### config.mk
export PLATFORM = sky130hd
export DESIGN_NAME = inst_sequencer
export DESIGN_NICKNAME = d
export VERILOG_FILES = /design/src/rtl/inst_sequencer.sv
export SDC_FILE = /design/constraint.sdc
export NUM_CORES = 1
export LEC_CHECK = 0
export ABC_AREA = 1
export BUFFER_PORTS_ARGS = -buffer_cell sky130_fd_sc_hd__buf_2
export CAP_MARGIN = 20
export CORE_ASPECT_RATIO = 1.2
export CORE_MARGIN = 8
export CORE_UTILIZATION = 39
export DETAILED_ROUTE_END_ITERATION = 7
export PLACE_DENSITY = 0.75
export SLEW_MARGIN = 20
export SYNTH_ARGS = -nofsm -noshare
export SYNTH_HDL_FRONTEND = slang
export SYNTH_SLANG_ARGS = --single-unit
### constraint.sdc
create_clock -name clk -period 1.25 [get_ports clk]
set_clock_uncertainty 0.15 [all_clocks]
set_input_delay 0.1875 -clock clk [delete_from_list [all_inputs] [get_ports clk]]
set_output_delay 0.1875 -clock clk [all_outputs]
set_load 0.01 [all_outputs]
### src/rtl/inst_sequencer.sv
// ---------------------------------------------------------------------------
// inst_sequencer
//
// Fetch/decode/execute sequencer for the LEG4 (4004-style) core.
// Assembles 1- and 2-byte instructions from the ROM byte stream. It drives
// the external ALU from the captured instruction and owns the architectural
// ACC, CY and Z registers, which take the ALU result at writeback. Each
// decoded instruction is offered downstream through a valid/ready handshake.
//
// Ports
//   clk            system clock, rising edge
//   rst            synchronous active-high reset
//   instr_valid    instruction byte valid
//   instr_data     instruction byte, [7:4]=OPR, [3:0]=OPA
//   instr_ready    sequencer accepts a byte this cycle
//   reg_sel        register file read index (captured OPA)
//   reg_data       register file read data (combinational)
//   alu_op         ALU operation code (0 = NOP)
//   alu_acc        ACC to the ALU
//   alu_opa        ALU operand
//   alu_carry      CY to the ALU
//   alu_result     ALU result
//   alu_carry_out  ALU carry/borrow
//   alu_zero       ALU zero flag
//   exec_valid     decoded instruction available
//   exec_ready     downstream accepts the instruction
//   exec_opr       captured OPR
//   exec_opa       captured OPA
//   exec_op2       second byte (0 for 1-byte instructions)
//   acc_out        architectural ACC
//   cy_out         architectural CY
//   z_out          zero flag from the last ALU writeback
// ---------------------------------------------------------------------------
module inst_sequencer (
  input  logic       clk,
  input  logic       rst,
  input  logic       instr_valid,
  input  logic [7:0] instr_data,
  output logic       instr_ready,
  output logic [3:0] reg_sel,
  input  logic [3:0] reg_data,
  output logic [3:0] alu_op,
  output logic [3:0] alu_acc,
  output logic [3:0] alu_opa,
  output logic       alu_carry,
  input  logic [3:0] alu_result,
  input  logic       alu_carry_out,
  input  logic       alu_zero,
  output logic       exec_valid,
  input  logic       exec_ready,
  output logic [3:0] exec_opr,
  output logic [3:0] exec_opa,
  output logic [7:0] exec_op2,
  output logic [3:0] acc_out,
  output logic       cy_out,
  output logic       z_out
);

  localparam logic [3:0] OPR_JCN = 4'h1;
  localparam logic [3:0] OPR_FIM = 4'h2;  // FIM when OPA[0]=0, SRC otherwise
  localparam logic [3:0] OPR_JUN = 4'h4;
  localparam logic [3:0] OPR_JMS = 4'h5;
  localparam logic [3:0] OPR_ISZ = 4'h7;
  localparam logic [3:0] OPR_ADD = 4'h8;
  localparam logic [3:0] OPR_SUB = 4'h9;
  localparam logic [3:0] OPR_LDM = 4'hD;
  localparam logic [3:0] ALU_NOP = 4'h0;

  typedef enum logic [1:0] {
    FETCH1 = 2'd0,
    FETCH2 = 2'd1,
    EXEC   = 2'd2
  } state_t;

  state_t     state_q, state_d;
  logic [3:0] opr_q, opr_d;
  logic [3:0] opa_q, opa_d;
  logic [7:0] op2_q, op2_d;
  logic [3:0] acc_q, acc_d;
  logic       cy_q, cy_d;
  logic       z_q, z_d;

  logic byte_xfer;
  logic exec_xfer;
  logic two_byte;

  // Decode length from the incoming first byte.
  always_comb begin
    two_byte = 1'b0;
    case (instr_data[7:4])
      OPR_JCN, OPR_JUN, OPR_JMS, OPR_ISZ: two_byte = 1'b1;
      OPR_FIM:                            two_byte = ~instr_data[0];
      default:                            two_byte = 1'b0;
    endcase
  end

  // Both handshakes are masked by rst so nothing moves in a reset cycle.
  assign instr_ready = (state_q != EXEC) && !rst;
  assign exec_valid  = (state_q == EXEC) && !rst;
  assign byte_xfer   = instr_valid && instr_ready;
  assign exec_xfer   = exec_valid && exec_ready;

  // Next-state and writeback.
  always_comb begin
    state_d = state_q;
    opr_d   = opr_q;
    opa_d   = opa_q;
    op2_d   = op2_q;
    acc_d   = acc_q;
    cy_d    = cy_q;
    z_d     = z_q;
    case (state_q)
      FETCH1: begin
        if (byte_xfer) begin
          opr_d   = instr_data[7:4];
          opa_d   = instr_data[3:0];
          op2_d   = 8'h00;
          state_d = two_byte ? FETCH2 : EXEC;
        end
      end
      FETCH2: begin
        if (byte_xfer) begin
          op2_d   = instr_data;
          state_d = EXEC;
        end
      end
      EXEC: begin
        if (exec_xfer) begin
          state_d = FETCH1;
          case (opr_q)
            OPR_ADD, OPR_SUB: begin
              acc_d = alu_result;
              cy_d  = alu_carry_out;
              z_d   = alu_zero;
            end
            OPR_LDM: begin
              acc_d = alu_result;
              z_d   = alu_zero;
            end
            default: ;
          endcase
        end
      end
      default: state_d = FETCH1;
    endcase
  end

  // ALU drive comes purely from the captured instruction so it is stable
  // for as long as EXEC is held.
  always_comb begin
    alu_op  = ALU_NOP;
    alu_opa = 4'h0;
    case (opr_q)
      OPR_ADD, OPR_SUB: begin
        alu_op  = opr_q;
        alu_opa = reg_data;
      end
      OPR_LDM: begin
        alu_op  = OPR_LDM;
        alu_opa = opa_q;
      end
      default: ;
    endcase
  end

  always_ff @(posedge clk) begin
    if (rst) begin
      state_q <= FETCH1;
      opr_q   <= 4'h0;
      opa_q   <= 4'h0;
      op2_q   <= 8'h00;
      acc_q   <= 4'h0;
      cy_q    <= 1'b0;
      z_q     <= 1'b0;
    end else begin
      state_q <= state_d;
      opr_q   <= opr_d;
      opa_q   <= opa_d;
      op2_q   <= op2_d;
      acc_q   <= acc_d;
      cy_q    <= cy_d;
      z_q     <= z_d;
    end
  end

  assign reg_sel   = opa_q;
  assign alu_acc   = acc_q;
  assign alu_carry = cy_q;
  assign exec_opr  = opr_q;
  assign exec_opa  = opa_q;
  assign exec_op2  = op2_q;
  assign acc_out   = acc_q;
  assign cy_out    = cy_q;
  assign z_out     = z_q;

endmodule

==> results.sh <==
export IMPL_netlist_area_sq_um=1171
export IMPL_violations="setup timing"
export IMPL_initial_core_util_pct=39.39
export IMPL_drtAntennaViolNets=0
export IMPL_grtUsageTotal_pct=13.81
export IMPL_drtIter0Drc=49
export IMPL_rows=22
export IMPL_die_area_sq_um=5020
export IMPL_coreArea_sq_um=2973
export IMPL_path_common_cell="inv_2"
export IMPL_synth_seq_area_share_pct=41.03
export IMPL_dpl_hpwl_um=2454
export IMPL_numCtsBuffers=3
export IMPL_post_route_cell_area_sq_um=2036
export IMPL_vias_per_cell=4.825
export IMPL_layout_commonest_cell="buf_2"
export IMPL_ys_ff_latch=24
export IMPL_cts_max_path_buffers=2
export IMPL_grt_overflow_total=0
export IMPL_grt_pass1_vias=1267
export IMPL_critPathArrivalTime_ns=1.25
export IMPL_hp_start="alu_carry_out"
export IMPL_grt_pass1_wl_um=5754
export IMPL_postPlaceCellArea_sq_um=1513
export IMPL_firstDrtPassIters=4
export IMPL_antenna_found_initial=0
export IMPL_rr_startpoint="state_q[0]"
export IMPL_worstPathCellList="inv_2 > nor2_1 > nand2_1 > inv_2 > nand2_4 > o22ai_2 > buf_2"
export IMPL_clk_pin_slew_ns=0.13
export IMPL_dpl_worst_slack_ns=-0.03964
export IMPL_ys_warnings_count=0
export IMPL_crit_path_top_delay_cell="dfxtp_2"
export IMPL_rsz0062_at_grt="true"
export IMPL_final_max_slew_violation_count=0
export IMPL_drive_gt1_share_pct=59.44
export IMPL_totalWireLength_um=4109
export IMPL_wl_per_cell_um=14.42
export IMPL_layout_setup_ws_ns=-0.3411
export IMPL_cpPeakStageDelay_ns=0.35
export IMPL_min_period_over_period_pct=127.3
export IMPL_synthesis_nets=180
export IMPL_synth_cells=158
export IMPL_die_h_um=76.03
export IMPL_hold_viol=0
export IMPL_cap_violations=0
export IMPL_clock_sinks=24
export IMPL_final_instance_count_excl_fill=285
export IMPL_min_period_ns=1.591
export IMPL_p_per_area_nw_per_um2=848.6
export IMPL_fill_cells=223
export IMPL_diodes=0
export IMPL_crit_path_max_fanout=5
export IMPL_min_path_type="input port to flop"
export IMPL_htreeDepth=1
export IMPL_end_kind="output port"
export IMPL_root_buffer="clkbuf_4"
export IMPL_place_inst=250
export IMPL_avgSynthCellArea_sq_um=7.412
export IMPL_clock_latency_ns=0.31
export IMPL_ios=63
export IMPL_startpoint_type="flop"
export IMPL_drc_errors=0
export IMPL_setup_viol=34
export IMPL_power_w=0.001727
export IMPL_criticalPathCategory="flop to output port"
export IMPL_p_leak_nw=1.005
export IMPL_die_x_um=66.03
export IMPL_required_ns=0.91
export IMPL_area_growth_pct=73.82
export IMPL_layout_common_cells="55 x buf_2, 23 x nand2_1, 18 x dfxtp_1"
export IMPL_cts_tree="done"
export IMPL_multi_input_area_sq_um=636.9
export IMPL_place_gp_congestion=0.7305
export IMPL_synth_top_cell_by_area="dfxtp_1"
export IMPL_nets=272
export IMPL_critPathLaunch="exec_opr[0]"
export IMPL_fmax_mhz=628.5
export IMPL_seq_area_sq_um=493.0
export IMPL_yosysTopAreaCellShare_pct=41.03
export IMPL_ir_drop_v=0.0005930
export IMPL_grt_max_degree=14
export IMPL_status="finished, violations left"
export IMPL_yosys_top_cells_area="dfxtp_1 41%, nand2_1 11%, a21oi_1 9.8%"
export IMPL_via_count=1375
export IMPL_synth_distinct_cells=25
export IMPL_port_buffers=61
per-stage QoR:
step            TNS [ns]  hold slack (ns)  utilization [%]
2_1_floorplan          0           0.1849                -
3_3_place_gp   -0.001318           0.2961            50.88
3_5_place_dp     -0.1722           0.3014            50.88
4_1_cts           -3.007         0.008202            61.45
5_1_grt           -7.232          0.04104            68.48
6_report          -4.714          0.01424            68.48
final timing paths:
path	endpoint	slack, ns	cells past startpoint
min reg2reg	exec_op2[6]	0.32	2
min	alu_carry	0.01	5
max	alu_opa[2]	-0.34	7
max reg2reg	acc_out[0]	-0.21	6
flip-flops by register name, summed over array words and instances, names as in the netlist:
| register | count |
|---|---|
| exec_opr | 4 |
| exec_opa | 4 |
| acc_out | 4 |
| state_q | 2 |
| z_out | 1 |
| exec_op2 | 8 |
| alu_carry | 1 |
critical path, delay by kind of cell (launching register included):
family | cells | cell delay (ns)
AOI/OAI and AO/OA | 1 | 0.09
buffers and inverters | 3 | 0.27
DFF | 1 | 0.35
and+or+nand+nor | 3 | 0.24
cells by family after synthesis:
group / count (synthesis) / share of synthesized area, %
AO/OA/AOI/OAI: 36 / 16.03
buffers and inverters: 42 / 18.27
flip-flops: 24 / 41.03
other: 1 / 0.3202
AND/OR/NAND/NOR: 55 / 24.36
power breakdown:
part / leakage [nW] / switching (W) / internal, W
registers: 0.198 / 0.0000269 / 0.000798
logic: 0.786 / 0.000249 / 0.000243
clock network: 0.0210 / 0.000233 / 0.000178
total: 1.00 / 0.000509 / 0.00122
repair_timing:
action | 4_1_cts | 5_1_grt
endpoints found under the hold margin | 13 | 0
endpoints found under the setup margin | 24 | 35
setup buffers | 7 | 11
cloned | 0 | 1
hold buffers | 13 | 0
pin swaps | 3 | 10
gates resized for setup | 26 | 41
synthesized netlist by cell type:
cell type and number:
nand3_1 7, o21ai_0 6, nand4_1 1, clkbuf_1 1, dfxtp_1 24, nor3_4 1, nand2_2 1, inv_1 24
buf_4 10, inv_2 3, buf_2 1, o211ai_1 1, conb_1 1, nand2_4 1, o22ai_1 4, inv_4 1
o21ai_1 2, a21oi_1 23, nor2_1 7, nand4_4 1, buf_6 2, nand2_1 33, nand3_2 1, nor2_4 1
nand3_4 1
final cells by class:
cell class | count | share of cell area, %
clock buffer | 4 | 1.782
inverter | 28 | 5.409
multi-input combinational | 93 | 31.28
sequential | 24 | 24.22
tap | 36 | 2.213
timing repair buffer | 100 | 35.10
routing by layer:
metal | routed length, um | GRT usage, %
met1 | 1471 | 13.62
met2 | 2316 | 26.59
met5 | 0 | 0
met3 | 252 | 2.500
met4 | 68 | 5.353
Note: power is estimated with default switching activity, not from simulation.
